$ cat config.mk
export PLATFORM = sky130hd
export DESIGN_NAME = lsu_subword
export DESIGN_NICKNAME = d
export VERILOG_FILES = /design/src/rtl/lsu_subword.sv
export SDC_FILE = /design/constraint.sdc
export NUM_CORES = 1
export LEC_CHECK = 0
export BUFFER_PORTS_ARGS = -buffer_cell sky130_fd_sc_hd__buf_2
export CAP_MARGIN = 10
export CORE_ASPECT_RATIO = 1.4
export CORE_MARGIN = 5
export CORE_UTILIZATION = 35
export DETAILED_ROUTE_END_ITERATION = 16
export HOLD_SLACK_MARGIN = 0.05
export SYNTH_ARGS = -nofsm -noshare
export SYNTH_HDL_FRONTEND = slang
export SYNTH_SLANG_ARGS = --single-unit
export TNS_END_PERCENT = 30
$ cat constraint.sdc
create_clock -name clk -period 2.8 [get_ports clk]
set_input_delay 0.14 -clock clk [delete_from_list [all_inputs] [get_ports clk]]
set_output_delay 0.14 -clock clk [all_outputs]
set_load 0.005 [all_outputs]
$ cat src/rtl/lsu_subword.sv
// Byte/half/word load-store unit between the CPU MEM stage and a word-wide little-endian RAM.
// Define LSU_MISALIGN_ERR_EN to report misaligned accesses as errors instead of force-aligning them.
module lsu_subword #(
  parameter int ADDR_W  = 32,
  parameter int MEM_LAT = 1
) (
  input  logic              clk,
  input  logic              rst,
  input  logic              req_valid,
  output logic              req_ready,
  input  logic              req_we,
  input  logic [2:0]        req_f3,
  input  logic [ADDR_W-1:0] req_addr,
  input  logic [31:0]       req_wdata,
  output logic              rsp_valid,
  output logic [31:0]       rsp_rdata,
  output logic              rsp_err,
  output logic [ADDR_W-3:0] mem_addr,
  output logic              mem_w_en,
  output logic [31:0]       mem_wdata,
  input  logic [31:0]       mem_rdata
);

  typedef enum logic [1:0] {IDLE, RD, WR, RESP} state_t;

  state_t            state;
  logic              we_q;
  logic [2:0]        f3_q;
  logic [1:0]        off_q;
  logic [15:0]       wdata_q;
  logic [3:0]        wait_cnt;
  logic              w_en_q;
  logic              valid_q;
  logic              err_q;
  logic [31:0]       rdata_q;
  logic [31:0]       wword_q;
  logic [ADDR_W-3:0] maddr_q;

  logic              f3_illegal;
  logic              req_err;
  logic [1:0]        req_off;
  logic [7:0]        lane_byte;
  logic [15:0]       lane_half;
  logic [31:0]       load_ext;
  logic [31:0]       merge_word;
`ifdef LSU_MISALIGN_ERR_EN
  logic              misaligned;
`endif

  // Request decode; offsets below the access size are dropped so unaligned
  // accesses (when not flagged) behave as the aligned access containing them.
  always_comb begin
    f3_illegal = req_we ? (req_f3 > 3'd2)
                        : (req_f3 == 3'd3 || req_f3 == 3'd6 || req_f3 == 3'd7);
`ifdef LSU_MISALIGN_ERR_EN
    misaligned = (req_f3[1:0] == 2'd1 && req_addr[0]) ||
                 (req_f3[1:0] == 2'd2 && req_addr[1:0] != 2'b00);
    req_err    = f3_illegal || misaligned;
`else
    req_err    = f3_illegal;
`endif
    case (req_f3[1:0])
      2'd0:    req_off = req_addr[1:0];
      2'd1:    req_off = {req_addr[1], 1'b0};
      default: req_off = 2'b00;
    endcase
  end

  always_comb begin
    case (off_q)
      2'd0:    lane_byte = mem_rdata[7:0];
      2'd1:    lane_byte = mem_rdata[15:8];
      2'd2:    lane_byte = mem_rdata[23:16];
      default: lane_byte = mem_rdata[31:24];
    endcase
    lane_half = off_q[1] ? mem_rdata[31:16] : mem_rdata[15:0];

    case (f3_q[1:0])
      2'd0:    load_ext = {{24{lane_byte[7] & ~f3_q[2]}}, lane_byte};
      2'd1:    load_ext = {{16{lane_half[15] & ~f3_q[2]}}, lane_half};
      default: load_ext = mem_rdata;
    endcase

    merge_word = mem_rdata;
    if (f3_q[1:0] == 2'd0) begin
      case (off_q)
        2'd0:    merge_word[7:0]   = wdata_q[7:0];
        2'd1:    merge_word[15:8]  = wdata_q[7:0];
        2'd2:    merge_word[23:16] = wdata_q[7:0];
        default: merge_word[31:24] = wdata_q[7:0];
      endcase
    end else if (off_q[1]) begin
      merge_word[31:16] = wdata_q;
    end else begin
      merge_word[15:0]  = wdata_q;
    end
  end

  always_ff @(posedge clk) begin
    if (rst) begin
      state    <= IDLE;
      we_q     <= 1'b0;
      f3_q     <= 3'd0;
      off_q    <= 2'd0;
      wdata_q  <= 16'd0;
      wait_cnt <= 4'd0;
      w_en_q   <= 1'b0;
      valid_q  <= 1'b0;
      err_q    <= 1'b0;
      rdata_q  <= 32'd0;
      wword_q  <= 32'd0;
      maddr_q  <= '0;
    end else begin
      case (state)
        IDLE: begin
          if (req_valid) begin
            we_q    <= req_we;
            f3_q    <= req_f3;
            off_q   <= req_off;
            wdata_q <= req_wdata[15:0];
            maddr_q <= req_addr[ADDR_W-1:2];
            if (req_err) begin
              err_q   <= 1'b1;
              valid_q <= 1'b1;
              state   <= RESP;
            end else if (req_we && req_f3 == 3'd2) begin
              wword_q <= req_wdata;
              w_en_q  <= 1'b1;
              state   <= WR;
            end else begin
              wait_cnt <= 4'(MEM_LAT);
              state    <= RD;
            end
          end
        end
        RD: begin
          // Terminal count marks the cycle in which the RAM word is valid.
          if (wait_cnt == 4'd0) begin
            if (we_q) begin
              wword_q <= merge_word;
              w_en_q  <= 1'b1;
              state   <= WR;
            end else begin
              rdata_q <= load_ext;
              valid_q <= 1'b1;
              state   <= RESP;
            end
          end else begin
            wait_cnt <= wait_cnt - 4'd1;
          end
        end
        WR: begin
          w_en_q  <= 1'b0;
          valid_q <= 1'b1;
          state   <= RESP;
        end
        RESP: begin
          valid_q <= 1'b0;
          err_q   <= 1'b0;
          state   <= IDLE;
        end
        default: state <= IDLE;
      endcase
    end
  end

  // Strobes are masked during reset so an interrupted access leaves no trace.
  assign req_ready = (state == IDLE);
  assign rsp_valid = valid_q && !rst;
  assign mem_w_en  = w_en_q && !rst;
  assign rsp_err   = err_q;
  assign rsp_rdata = rdata_q;
  assign mem_addr  = maddr_q;
  assign mem_wdata = wword_q;

endmodule

==> results list, run 1 <==
- The finished cells cover 0.008698 sq mm.
- Final Slew Violations: 0
- Ratio of total power to cell area: 920.4 mW/mm^2
- In the routed design, unresolved DRC markers number 0.
- In this run the deepest clock path goes through 2 buffers.
- Yosys mapped the design onto 63 distinct sky130hd cell types.
* Number of storage elements in the synthesis netlist: 125
- Share of total power in the clock network: 0.271
- The synthesized netlist occupies a cell area of 0.006087 sq mm.
- The finished layout holds 1253 standard cells, fillers aside.
* Critical-path top delay cell: sky130_fd_sc_hd__a21oi_2
- Clock buffer count from CTS: 17
* Clock insertion delay at the later pin of the skew report: 0.42 ns
- Setup repair after global routing left no endpoint under its margin.
- Aggregate negative setup slack: 0 ns
* Final setup violating endpoints: 0
* Biggest area consumer among synthesized cells: sky130_fd_sc_hd__dfxtp_1
* Yosys top cell area share: 0.4111
* Crit Reg-Reg Startpoint: state[0]
- First-pass GRT wire length: 34.67 mm
* Worst endpoint required time: 3.16 ns
* Clock tree from TritonCTS: done
- The floorplan step defined a die boundary enclosing 0.02017 sq mm.
* Most common cell in the netlist: sky130_fd_sc_hd__nand2_1
- For this run, asynchronously set or reset flops after synthesis account for 0.
* Wire length reported by the detailed router: 21.91 mm
- By area the synthesized netlist is led by sky130_fd_sc_hd__dfxtp_1 41%, sky130_fd_sc_hd__nand2_1 10%, sky130_fd_sc_hd__a21oi_1 6.8%.
- The total overflow left after global routing is 0.
* H-tree level count: 4
* Setup Crit Path Kind: flip-flop to flip-flop
- Final hold viol count: 0
- In this run the most critical hold path is launched from req_wdata[23].
- Gate Count Post-Synth: 745
* Fin Hold WS: 0.07267 ns
- Part of the Yosys area used for sequential elements: 0.4111
- On the worst path, the slowest cell contributes a delay of 0.91 ns.
- Reported leakage power: 3.651 nW
- For this design the top-level I/O count stands at 201.
- Across every metal layer, demand over resource in global routing totals 0.2175.
- HPWL Detailed: 15.65 mm
- The worst register-to-register path has a setup slack of 0.35 ns.
* Clock slew at the register clock pins of the worst setup and hold paths: 0.05 ns
- Internal power comes to 5.051 mW.
* Floorplan core area: 0.01726 sq mm
* Routed via count: 6446
- The detailed router finished its first iteration with 444 violations.
* Tmin final: 2.445 ns
- When the netlist entered floorplanning its net count stood at 855.
* Share of total power consumed by net switching: 0.3690
- Clock tree skew after final layout: 0.007546 ns
* Final weighted congestion in routability-driven placement: 0.8978
* Number of antenna-violating nets in the routed design: 0
- Placed cell areas: 0.007297 sq mm
* Endpoint of the lowest-slack register-to-register path: mem_wdata[3]
- Layout area overhead: 42.90%
* Vias per Instance: 5.144
- Counting both buffers and inverters, the worst setup path holds a total of 2.
* Path category of the worst min-delay check: input pin to flip-flop
- IR analysis of the VDD net gives a maximum drop of 0.4429 mV.
- Cell-by-cell trace of the critical path: inv_1 -> ha_1 -> buf_4 -> a2bb2oi_2 -> a21oi_2 -> a22o_1
- Each instance of the synthesized netlist takes up on average 8.171 sq um.
- In the synthesized netlist the dominant register cell turns out to be sky130_fd_sc_hd__dfxtp_1.
- Of the total power, registers draw 0.323.
- Number of sinks driven by the clock tree: 125
- Of the available clock period, the critical path in the final layout requires 0.8732.
- Share of post-route cells with drive strength above 1: 0.2881
* Cell depth of the worst flop-to-flop path: 6
- The worst hold path terminates at mem_wdata[23].
- The share of total power dissipated in combinational logic is 0.405.
* Relative max-transition margin: 0.2203
* Post-cts repair resize count: 0
- The synthesized design contains 0 enable-type register cells.
- Via count of the first global-routing pass: 6469
* CP delay by family, top: compound AO/OA/AOI/OAI gates
* Arrival time worst endpoint: 2.81 ns
* Synth Warn #: 0
- Number of antenna repair diodes: 0
* Initial cell density of the core: 0.3527
- STA classifies the critical path startpoint as a flip-flop.
* Number of iterations in the first detailed-routing pass: 5
- Entering global routing, the biggest net connects 71 pins.
- Static timing analysis puts the maximum clock frequency at 409.0 MHz.
* Critical path peak fanout: 23
- In the final routed layout, each cell accounts on average for 17.49 um.
- At the end of the flow, the number of nets in the layout was 1114.
* Worst slew pin tran: 1.170 ns
- Maxcap violations: 0
- Post-Place Cells: 1139
* Port bufs: 200
- The tree is rooted in a sky130_fd_sc_hd__clkbuf_16.
* Die span in x: 121.5 um
* Net switching power: 2.954 mW
- Cell row count: 57
* Vertical die dimension: 166.0 um
- Hold path depth: 3
- Result of the run: completed
* Filler instances: 1693
- The design draws 8.006 mW.
- Category of the worst setup path capture point: flip-flop
* Initial antenna violation count: 0
* Most common library cells after synthesis: 170 x sky130_fd_sc_hd__nand2_1, 125 x sky130_fd_sc_hd__dfxtp_1, 83 x sky130_fd_sc_hd__a21oi_1
cell type report:
class / instances / area (sq um) / share of cell area
inverters: 9 / 33.78 / 0.003884
well taps: 236 / 295.3 / 0.03395
clock buffers: 25 / 495.5 / 0.05696
flip-flops and latches: 125 / 2502 / 0.2877
repair buffers: 302 / 1987 / 0.2284
multi-input cells: 549 / 3299 / 0.3793
clock inverters: 7 / 85.08 / 0.009781
worst max path at each step:
stage | startpoint | cells after the start | endpoint
CTS | state[1] | 6 | rsp_rdata[17]
global placement | state[1] | 6 | rsp_rdata[25]
floorplan | state[1] | 8 | mem_wdata[24]
global route | state[1] | 6 | rsp_rdata[21]
finish | state[0] | 6 | mem_wdata[3]
detailed placement | state[1] | 6 | rsp_rdata[17]
through the flow:
stage | utilization | worst slack [ns]
after floorplan | - | 0.8191
after global placement | 0.4228 | 0.4347
after detailed placement | 0.4228 | 0.3756
after CTS | 0.5040 | 0.3677
after global routing | 0.5040 | 0.1061
final | 0.5040 | 0.3550
layer usage:
layer  vias to the layer above  part of all wire  GRT usage  routed length, um
met4                         0             0.043     0.1131                934
met3                        53             0.057    0.04429               1254
met5                         -                 0          0                  0
li1                       3173                 -          -                  -
met1                      2974              0.41     0.2584               9024
met2                       246              0.49     0.3661              10700
tightest hold or removal path, stage by stage:
cell and delay [ns]:
sky130_fd_sc_hd__buf_2 0.11, sky130_fd_sc_hd__a221oi_1 0.07, sky130_fd_sc_hd__o2bb2ai_1 0.13
power groups by stage:
stage          registers (mW)  logic (mW)  clock network (mW)
4_1_cts                  2.58        3.26                2.22
3_3_place_gp             2.61        3.17                   0
2_1_floorplan            2.58        2.02                   0
6_report                 2.59        3.25                2.17
3_5_place_dp             2.62        3.17                   0
5_1_grt                  2.64        3.60                2.29
cells by family after synthesis:
group                    Yosys count  share of synthesized area
AO/OA/AOI/OAI                    225                     0.2674
adder cells (fa/ha/maj)            7                    0.01439
buffers and inverters             71                    0.04748
flip-flops                       125                     0.4111
AND/OR/NAND/NOR                  298                     0.2259
multiplexers                      19                    0.03371
what timing repair did:
item                                   4_1_cts  5_1_grt
setup buffers                                0        0
hold buffers                                82        0
endpoints found under the hold margin       83        0
state kept, by name, indices dropped and copies added (netlist names):
signal and count:
w_en_q 1, off_q 2, rsp_err 1, we_q 1
valid_q 1, state 2, wdata_q 16, wait_cnt 4
f3_q 3, mem_wdata 32, rsp_rdata 32, mem_addr 30
cells in the final DEF, fill, tap and decap left out, types with 4 or more instances in the layout:
| cell | instances |
|---|---|
| sky130_fd_sc_hd__nand2_1 | 169 |
| sky130_fd_sc_hd__and2_1 | 15 |
| sky130_fd_sc_hd__o21ai_0 | 4 |
| sky130_fd_sc_hd__buf_4 | 20 |
| sky130_fd_sc_hd__clkbuf_16 | 17 |
| sky130_fd_sc_hd__a221oi_1 | 10 |
| sky130_fd_sc_hd__a32o_1 | 5 |
| sky130_fd_sc_hd__clkbuf_1 | 4 |
| sky130_fd_sc_hd__a2111oi_2 | 6 |
| sky130_fd_sc_hd__mux2i_1 | 7 |
| sky130_fd_sc_hd__o211ai_1 | 13 |
| sky130_fd_sc_hd__clkinv_2 | 5 |
| sky130_fd_sc_hd__or2_2 | 12 |
| sky130_fd_sc_hd__a21oi_1 | 83 |
| sky130_fd_sc_hd__nor2_1 | 48 |
| sky130_fd_sc_hd__nor3_1 | 6 |
| sky130_fd_sc_hd__buf_2 | 199 |
| sky130_fd_sc_hd__o21a_1 | 7 |
| sky130_fd_sc_hd__dfxtp_1 | 125 |
| sky130_fd_sc_hd__a2bb2oi_1 | 7 |
| sky130_fd_sc_hd__nor2b_1 | 5 |
| sky130_fd_sc_hd__inv_1 | 8 |
| sky130_fd_sc_hd__ha_1 | 7 |
| sky130_fd_sc_hd__a211oi_1 | 28 |
| sky130_fd_sc_hd__a22o_1 | 9 |
| sky130_fd_sc_hd__a311oi_1 | 8 |
| sky130_fd_sc_hd__dlygate4sd3_1 | 82 |
| sky130_fd_sc_hd__nor3b_1 | 9 |
| sky130_fd_sc_hd__a31oi_1 | 10 |
| sky130_fd_sc_hd__clkbuf_8 | 4 |
| sky130_fd_sc_hd__o2bb2ai_1 | 10 |
| sky130_fd_sc_hd__mux2_2 | 11 |
| sky130_fd_sc_hd__nand3_1 | 10 |
Note: power is estimated with default switching activity, not from simulation.
==> inputs of run 2 (changes only) <==
Clock period 2.8 ns to 2.19 ns, I/O delays scaled along.
==> run 2 against run 1 <==
Worst setup slack got worse by 0.20 ns. Hold slack worse by 0.015 ns. Highest routed layer unchanged. Non-clock buffer count rose by 23. Largest cell class unchanged. Combinational power up 36%. Clock skew decreased by 0.00077 ns. Sequential power is 28% higher. Sequential share of layout area fell by 1.0 points. Final cell count rose by 1.8%.
==> results list, run 2 (synthesis results as in run 1) <==
- The tool flagged a number of max-cap violations equal to 0.
* Vias per Instance: 5.127
* Via count of the first global-routing pass: 6566
* Sequential cell area: 0.002502 sq mm
* Placed cell areas: 0.007425 sq mm
* Commonest non-fill, non-tap cell in the layout: sky130_fd_sc_hd__buf_2
- Number of antenna-violating nets in the routed design: 0
- From synthesis to final layout, the design area changed by 48.10%.
- Crit path launch: wait_cnt[0]
* Routed wirelength normalized by instance count: 17.29 um
- The initial utilization of the core area, before any placement, comes to 0.3527.
* Final hold viol count: 0
- Met2 wire len: 10.79 mm
- The first global-routing pass estimated 34.51 mm of wire.
* Clock tree skew after final layout: 0.006775 ns
- 201 I/O pins were placed.
- Reported leakage power: 3.789 nW
- The final route contains 6542 vias.
- Area of combinational cells with multiple inputs: 0.003333 sq mm
- Fin Hold WS: 0.05816 ns
- Met3 layer wire length in the routed design: 1.301 mm
* Floorplan core area: 0.01726 sq mm
- Maximum achievable frequency: 490.8 MHz
- Clock tree synthesis found a total of 125 sinks.
- Result of the run: completed
* HPWL Detailed: 15.82 mm
- Met1 Routed Length: 9.024 mm
* Die footprint: 0.02017 sq mm
* Endpoint of the lowest-slack register-to-register path: mem_wdata[11]
- Die span in x: 121.5 um
- Cell depth of the worst flop-to-flop path: 8
- The worst path in the final design needs a cycle of 2.037 ns, including I/O delays and setup.
- Initial antenna violation count: 0
* Clock buffer count from CTS: 17
* Port bufs: 200
- Fill cells in the final layout number 1655.
- Maximum buffer depth of the clock tree: 2
* Clock tree from TritonCTS: done
- Top metal layer carrying routed signals: met4
* Flop-to-flop setup slack: 0.15 ns
* CP Capture Point: mem_wdata[11]
* Number of iterations in the first detailed-routing pass: 4
* Clock insertion delay at the later pin of the skew report: 0.42 ns
* Summed area of non-filler cells in the final layout: 0.009015 sq mm
- At the end of routability-driven placement, the weighted congestion stood at 0.8782.
- Setup repair after global routing left no endpoint under its margin.
- After clock tree synthesis, the clock-pin slew on the worst setup and hold paths is 0.06 ns.
- In this run the most critical hold path is launched from req_wdata[25].
* Period utilisation layout: 0.9303
* Number of nets at the end of the flow: 1137
- Critical path peak fanout: 14
- The H-tree was split into 4 levels.
* GRT Util Overall: 0.2158
- Top library cells by usage in the layout, fill and taps aside: 199 x sky130_fd_sc_hd__buf_2, 169 x sky130_fd_sc_hd__nand2_1, 125 x sky130_fd_sc_hd__dfxtp_1, 92 x sky130_fd_sc_hd__dlygate4sd3_1, 83 x sky130_fd_sc_hd__a21oi_1
- By startpoint and endpoint, the worst setup path is classified as flip-flop to flip-flop.
- Startpoint types: flip-flop
* IR Drop Worst-Case VDD: 0.9369 mV
* Cell row count: 57
- Dividing total power by cell area gives a power density of 1189 mW/mm^2.
- In this run the clock root is driven by a sky130_fd_sc_hd__clkbuf_16.
- Vertical die dimension: 166.0 um
- Wire length reported by the detailed router: 22.06 mm
- Data on the critical path is required at its endpoint by 2.51 ns.
- After global routing the overflow that remains totals 0.
* Number of antenna repair diodes: 0
- For the worst setup path, the data arrival time is 2.36 ns.
- Final Slew Violations: 0
* Path category of the worst min-delay check: input pin to flip-flop
- Crit Reg-Reg Startpoint: wait_cnt[0]
- After detailed routing, the number of remaining DRC violations is 0.
* Category of the worst setup path capture point: flip-flop
- Of the cells placed in the final design, the portion with a size suffix greater than 1 is 0.3000.
- Violation count after the first detailed-route iteration: 372
- Relative max-transition margin: 0.5547
* Final setup violating endpoints: 0
- Maximum number of pins on one net before global-route repair: 51
- Worst slew pin tran: 0.6665 ns
## run 2: cell count changes in the layout (fill, tap and decap cells not counted), sizes merged
cell	delta
buf	+13
bufinv	+2
dlygate4sd3	+10
clkbuf	-5
clkinvlp	+3
## run 2: cell type report
class / instances / share of cell area
clock buffer: 20 / 0.05066
clock inverter: 12 / 0.01860
inverter: 9 / 0.003747
multi-input combinational: 549 / 0.3697
sequential: 125 / 0.2776
tap: 236 / 0.03275
timing repair buffer: 325 / 0.2469
## run 2: per-layer routing
| metal | vias up | track usage |
|---|---|---|
| li1 | 3229 | - |
| met1 | 3008 | 0.2532 |
| met2 | 250 | 0.3675 |
| met3 | 55 | 0.04327 |
| met4 | 0 | 0.1117 |
| met5 | - | 0 |
## run 2: metrics by stage
stage / power (mW) / cells / setup WS (ns) / setup TNS, ns / utilization
after floorplan: 5.891 / 745 / 0.2091 / 0 / -
final: 10.72 / 1276 / 0.1526 / 0 / 0.5223
after detailed placement: 7.572 / 1151 / -0.06377 / -0.5714 / 0.4302
after global placement: 7.538 / 1151 / 0.005209 / 0 / 0.4302
after global routing: 11.41 / 1276 / 0.003002 / 0 / 0.5223
after CTS: 10.75 / 1275 / 0.01848 / 0 / 0.5204
## run 2: worst max-delay path, cell delays in order (launching register included)
cell                        delay [ns]
sky130_fd_sc_hd__dfxtp_1          0.32
sky130_fd_sc_hd__inv_1            0.10
sky130_fd_sc_hd__ha_1             0.24
sky130_fd_sc_hd__nor3b_4          0.32
sky130_fd_sc_hd__buf_4            0.17
sky130_fd_sc_hd__a2bb2oi_2        0.20
sky130_fd_sc_hd__buf_4            0.24
sky130_fd_sc_hd__a21oi_1          0.09
sky130_fd_sc_hd__a311oi_1         0.27
## run 2: where the power goes
group	switching, mW	internal [mW]	total, mW
clock	1.04	1.95	2.99
combinational	2.45	1.96	4.42
sequential	0.402	2.91	3.31
total	3.89	6.83	10.7
## run 2: how the worst min path moves through the flow
stage                         end  slack, ns  cells after the start
floorplan             wdata_q[15]       0.25                      2
global placement     mem_addr[28]       0.35                      3
detailed placement   mem_addr[27]       0.35                      3
CTS                 mem_wdata[25]       0.05                      3
global route        mem_wdata[25]       0.07                      3
finish              mem_wdata[25]       0.06                      3
## run 2: repair_timing
item | 4_1_cts | 5_1_grt
gates resized for setup | 2 | 4
setup buffers | 0 | 1
endpoints found under the hold margin | 93 | 0
endpoints found under the setup margin | 24 | 41
hold buffers | 92 | 0
gates cloned | 0 | 0
==> inputs of run 3 (changes only) <==
--- a/config.mk
+++ b/config.mk
@@ -14,2 +14,3 @@
 export HOLD_SLACK_MARGIN = 0.05
+export MAX_ROUTING_LAYER = met4
 export SYNTH_ARGS = -nofsm -noshare
--- a/constraint.sdc
+++ b/constraint.sdc
@@ -3,2 +3,2 @@
 set_output_delay 0.1095 -clock clk [all_outputs]
-set_load 0.005 [all_outputs]
+set_load 0.05 [all_outputs]
==> run 3 against run 2 <==
Sequential share of layout area about the same. Final area decreased by 0.15%. Sequential cell count unchanged. Clock skew increased by 0.00065 ns. Critical endpoint is now rsp_rdata[8].
==> results list, run 3 (synthesis results as in run 1) <==
- Result of the run: completed
- At the later pin of the worst-skew pair, clock insertion delay measures 0.42 ns.
* Initial cell density of the core: 0.3527
- The first global-routing pass estimated 34.51 mm of wire.
- Clock skew on the completed layout was measured at 0.007424 ns.
- Sequential cell area: 0.002502 sq mm
- Critical path peak fanout: 12
* Layout area overhead: 47.87%
- 201 I/O pins were placed.
- Category of the worst setup path capture point: flip-flop
- In the finished design, the share of the clock period the worst path needs comes to 0.9219.
- The worst hold path belongs to the class input pin to flip-flop.
- Cell-by-cell trace of the critical path: inv_1 -> ha_1 -> nor3b_4 -> buf_4 -> nand3b_2 -> a211oi_4 -> buf_4 -> a2111oi_1
- Derived from the worst setup path, the maximum achievable clock frequency is 495.3 MHz.
* Hold path depth: 3
- Endpoint of the lowest-slack register-to-register path: rsp_rdata[8]
- In the detailed route, the total length drawn on met2 is 10.74 mm.
- Share of post-route cells with drive strength above 1: 0.2973
- Ratio of total power to cell area: 1400 mW/mm^2
- Measured on the finished design, the core utilization comes to 0.5215.
* Final Slew Violations: 0
* IR Drop Worst-Case VDD: 0.5746 mV
- Filler instances: 1646
* Number of iterations in the first detailed-routing pass: 5
* Vias per Instance: 5.127
- Adding up every negative setup slack in the final design gives 0 ns.
- The final hold violation count is 0.
* Clock root buffer: sky130_fd_sc_hd__clkbuf_16
- Relative max-transition margin: 0.4356
- For this run, the total global-route usage over all layers was measured as 0.2228.
- Maximum buffer depth of the clock tree: 2
- Total chip power: 12.60 mW
* H-tree level count: 4
- Die span in x: 121.5 um
* Floorplan core area: 0.01726 sq mm
* Post-route non-filler standard cell count: 1272
* Port bufs: 200
- Number of antenna repair diodes: 0
- Once detail routing completed, the nets flagged for antenna violations numbered 0.
* Fin Hold WS: 0.07457 ns
- The analysis attributes to cell leakage a power of 3.778 nW.
- The congestion estimate from routability-driven global placement came to 0.9124.
- Arrival time worst endpoint: 2.29 ns
- Entering global routing, the biggest net connects 56 pins.
* Critical Path Most Common Cell: sky130_fd_sc_hd__buf_4
- In this run the critical register-to-register path is launched from wait_cnt[0].
* Tmin final: 2.019 ns
- Clock-pin slew was measured on the worst setup and hold paths at 0.06 ns.
- Unrepaired setup endpoints after global routing: false
- Max-cap violations in this run came to 0.
* Routed via count: 6521
* Capture endpoint of the worst hold path: mem_wdata[30]
- The library cell used most frequently in the layout, excluding fill and tap cells, is sky130_fd_sc_hd__buf_2.
- Post-Place Cells: 1150
* Cell depth of the worst flop-to-flop path: 8
- The number of antenna violations at the first check in global routing was 0.
- Critical-path top delay cell: sky130_fd_sc_hd__dfxtp_1
- Top library cells by usage in the layout, fill and taps aside: 199 x sky130_fd_sc_hd__buf_2, 169 x sky130_fd_sc_hd__nand2_1, 125 x sky130_fd_sc_hd__dfxtp_1, 90 x sky130_fd_sc_hd__dlygate4sd3_1, 83 x sky130_fd_sc_hd__a21oi_1
- At the end of the flow, the number of nets in the layout was 1133.
- Slowest cell delay on critical path: 0.32 ns
- In this run the most critical hold path is launched from req_wdata[30].
- Summing all multi-input logic gate instances after layout gives 0.003314 sq mm.
* Met3 layer wire length in the routed design: 1.114 mm
* Vertical die dimension: 166.0 um
- Routed wirelength normalized by instance count: 17.28 um
* Met1 Routed Length: 9.188 mm
* Via count of the first global-routing pass: 6545
- After detailed routing, no signal wire sits above met4.
- Setup Crit Path Kind: flip-flop to flip-flop
* Number of remaining DRC errors: 0
- The tree built by TritonCTS fans out to 125 sinks.
* Clock buffer count from CTS: 17
- Die footprint: 0.02017 sq mm
- Startpoint types: flip-flop
* Worst slew pin tran: 0.8335 ns
- In this run the register-to-register setup slack is 0.17 ns.
- Violation count after the first detailed-route iteration: 362
- Global route overflow: 0
- Final setup violating endpoints: 0
* Clock tree from TritonCTS: done
* HPWL Detailed: 15.71 mm
- After floorplanning, the core was divided into 57 placement rows.
- For the worst setup path, the data required time is 2.46 ns.
* Wire length reported by the detailed router: 21.98 mm
[run 3: how the worst max path moves through the flow]
stage	startpoint	to	slack (ns)	depth (start not counted)
5_1_grt	wait_cnt[0]	rsp_rdata[8]	0.003	8
3_3_place_gp	state[0]	mem_wdata[1]	0.004	5
4_1_cts	state[0]	mem_wdata[26]	0.13	6
6_report	wait_cnt[0]	rsp_rdata[8]	0.17	8
3_5_place_dp	state[0]	mem_wdata[3]	-0.05	5
2_1_floorplan	state[0]	mem_wdata[24]	0.05	8
[run 3: report_power, final]
| part | leakage (nW) | total [mW] | internal [mW] | switching, mW |
|---|---|---|---|---|
| sequential | 1.02 | 3.31 | 2.91 | 0.394 |
| clock | 0.306 | 3.08 | 2.04 | 1.04 |
| combinational | 2.45 | 6.21 | 1.98 | 4.23 |
| total | 3.78 | 12.6 | 6.93 | 5.66 |
[run 3: layout make-up]
cell class / instances / area share
sequential: 125 / 0.2780
inverter: 9 / 0.003753
multi-input combinational: 549 / 0.3682
clock inverter: 12 / 0.02141
tap: 236 / 0.03281
clock buffer: 20 / 0.04962
timing repair buffer: 321 / 0.2462
[run 3: timing repair]
| item | CTS | global route |
|---|---|---|
| endpoints found under the setup margin | 12 | 9 |
| hold endpoints to repair | 91 | 0 |
| hold buffers | 90 | 0 |
| resized for setup | 1 | 2 |
| pin swaps | 0 | 0 |
| setup buffers | 0 | 0 |
[run 3: per-stage QoR]
stage          setup slack [ns]  cell area [sq um]
3_3_place_gp           0.004030               7445
4_1_cts                  0.1306               8992
5_1_grt                0.002954               9001
2_1_floorplan           0.05176               6090
6_report                 0.1709               9001
3_5_place_dp           -0.04738               7445
[run 3: routing by layer]
metal  vias up  track usage
li1       3218            -
met2       223       0.3663
met3        53      0.03714
met4         0       0.1092
met5         -            -
met1      3027       0.2614
[run 3: worst max-delay path: cells and delay by family (launching register included)]
| family | cells | cell delay, ns |
|---|---|---|
| fa+ha+maj | 1 | 0.21 |
| flops | 1 | 0.32 |
| compound gates | 2 | 0.34 |
| simple gates | 2 | 0.50 |
| buf+inv | 3 | 0.50 |
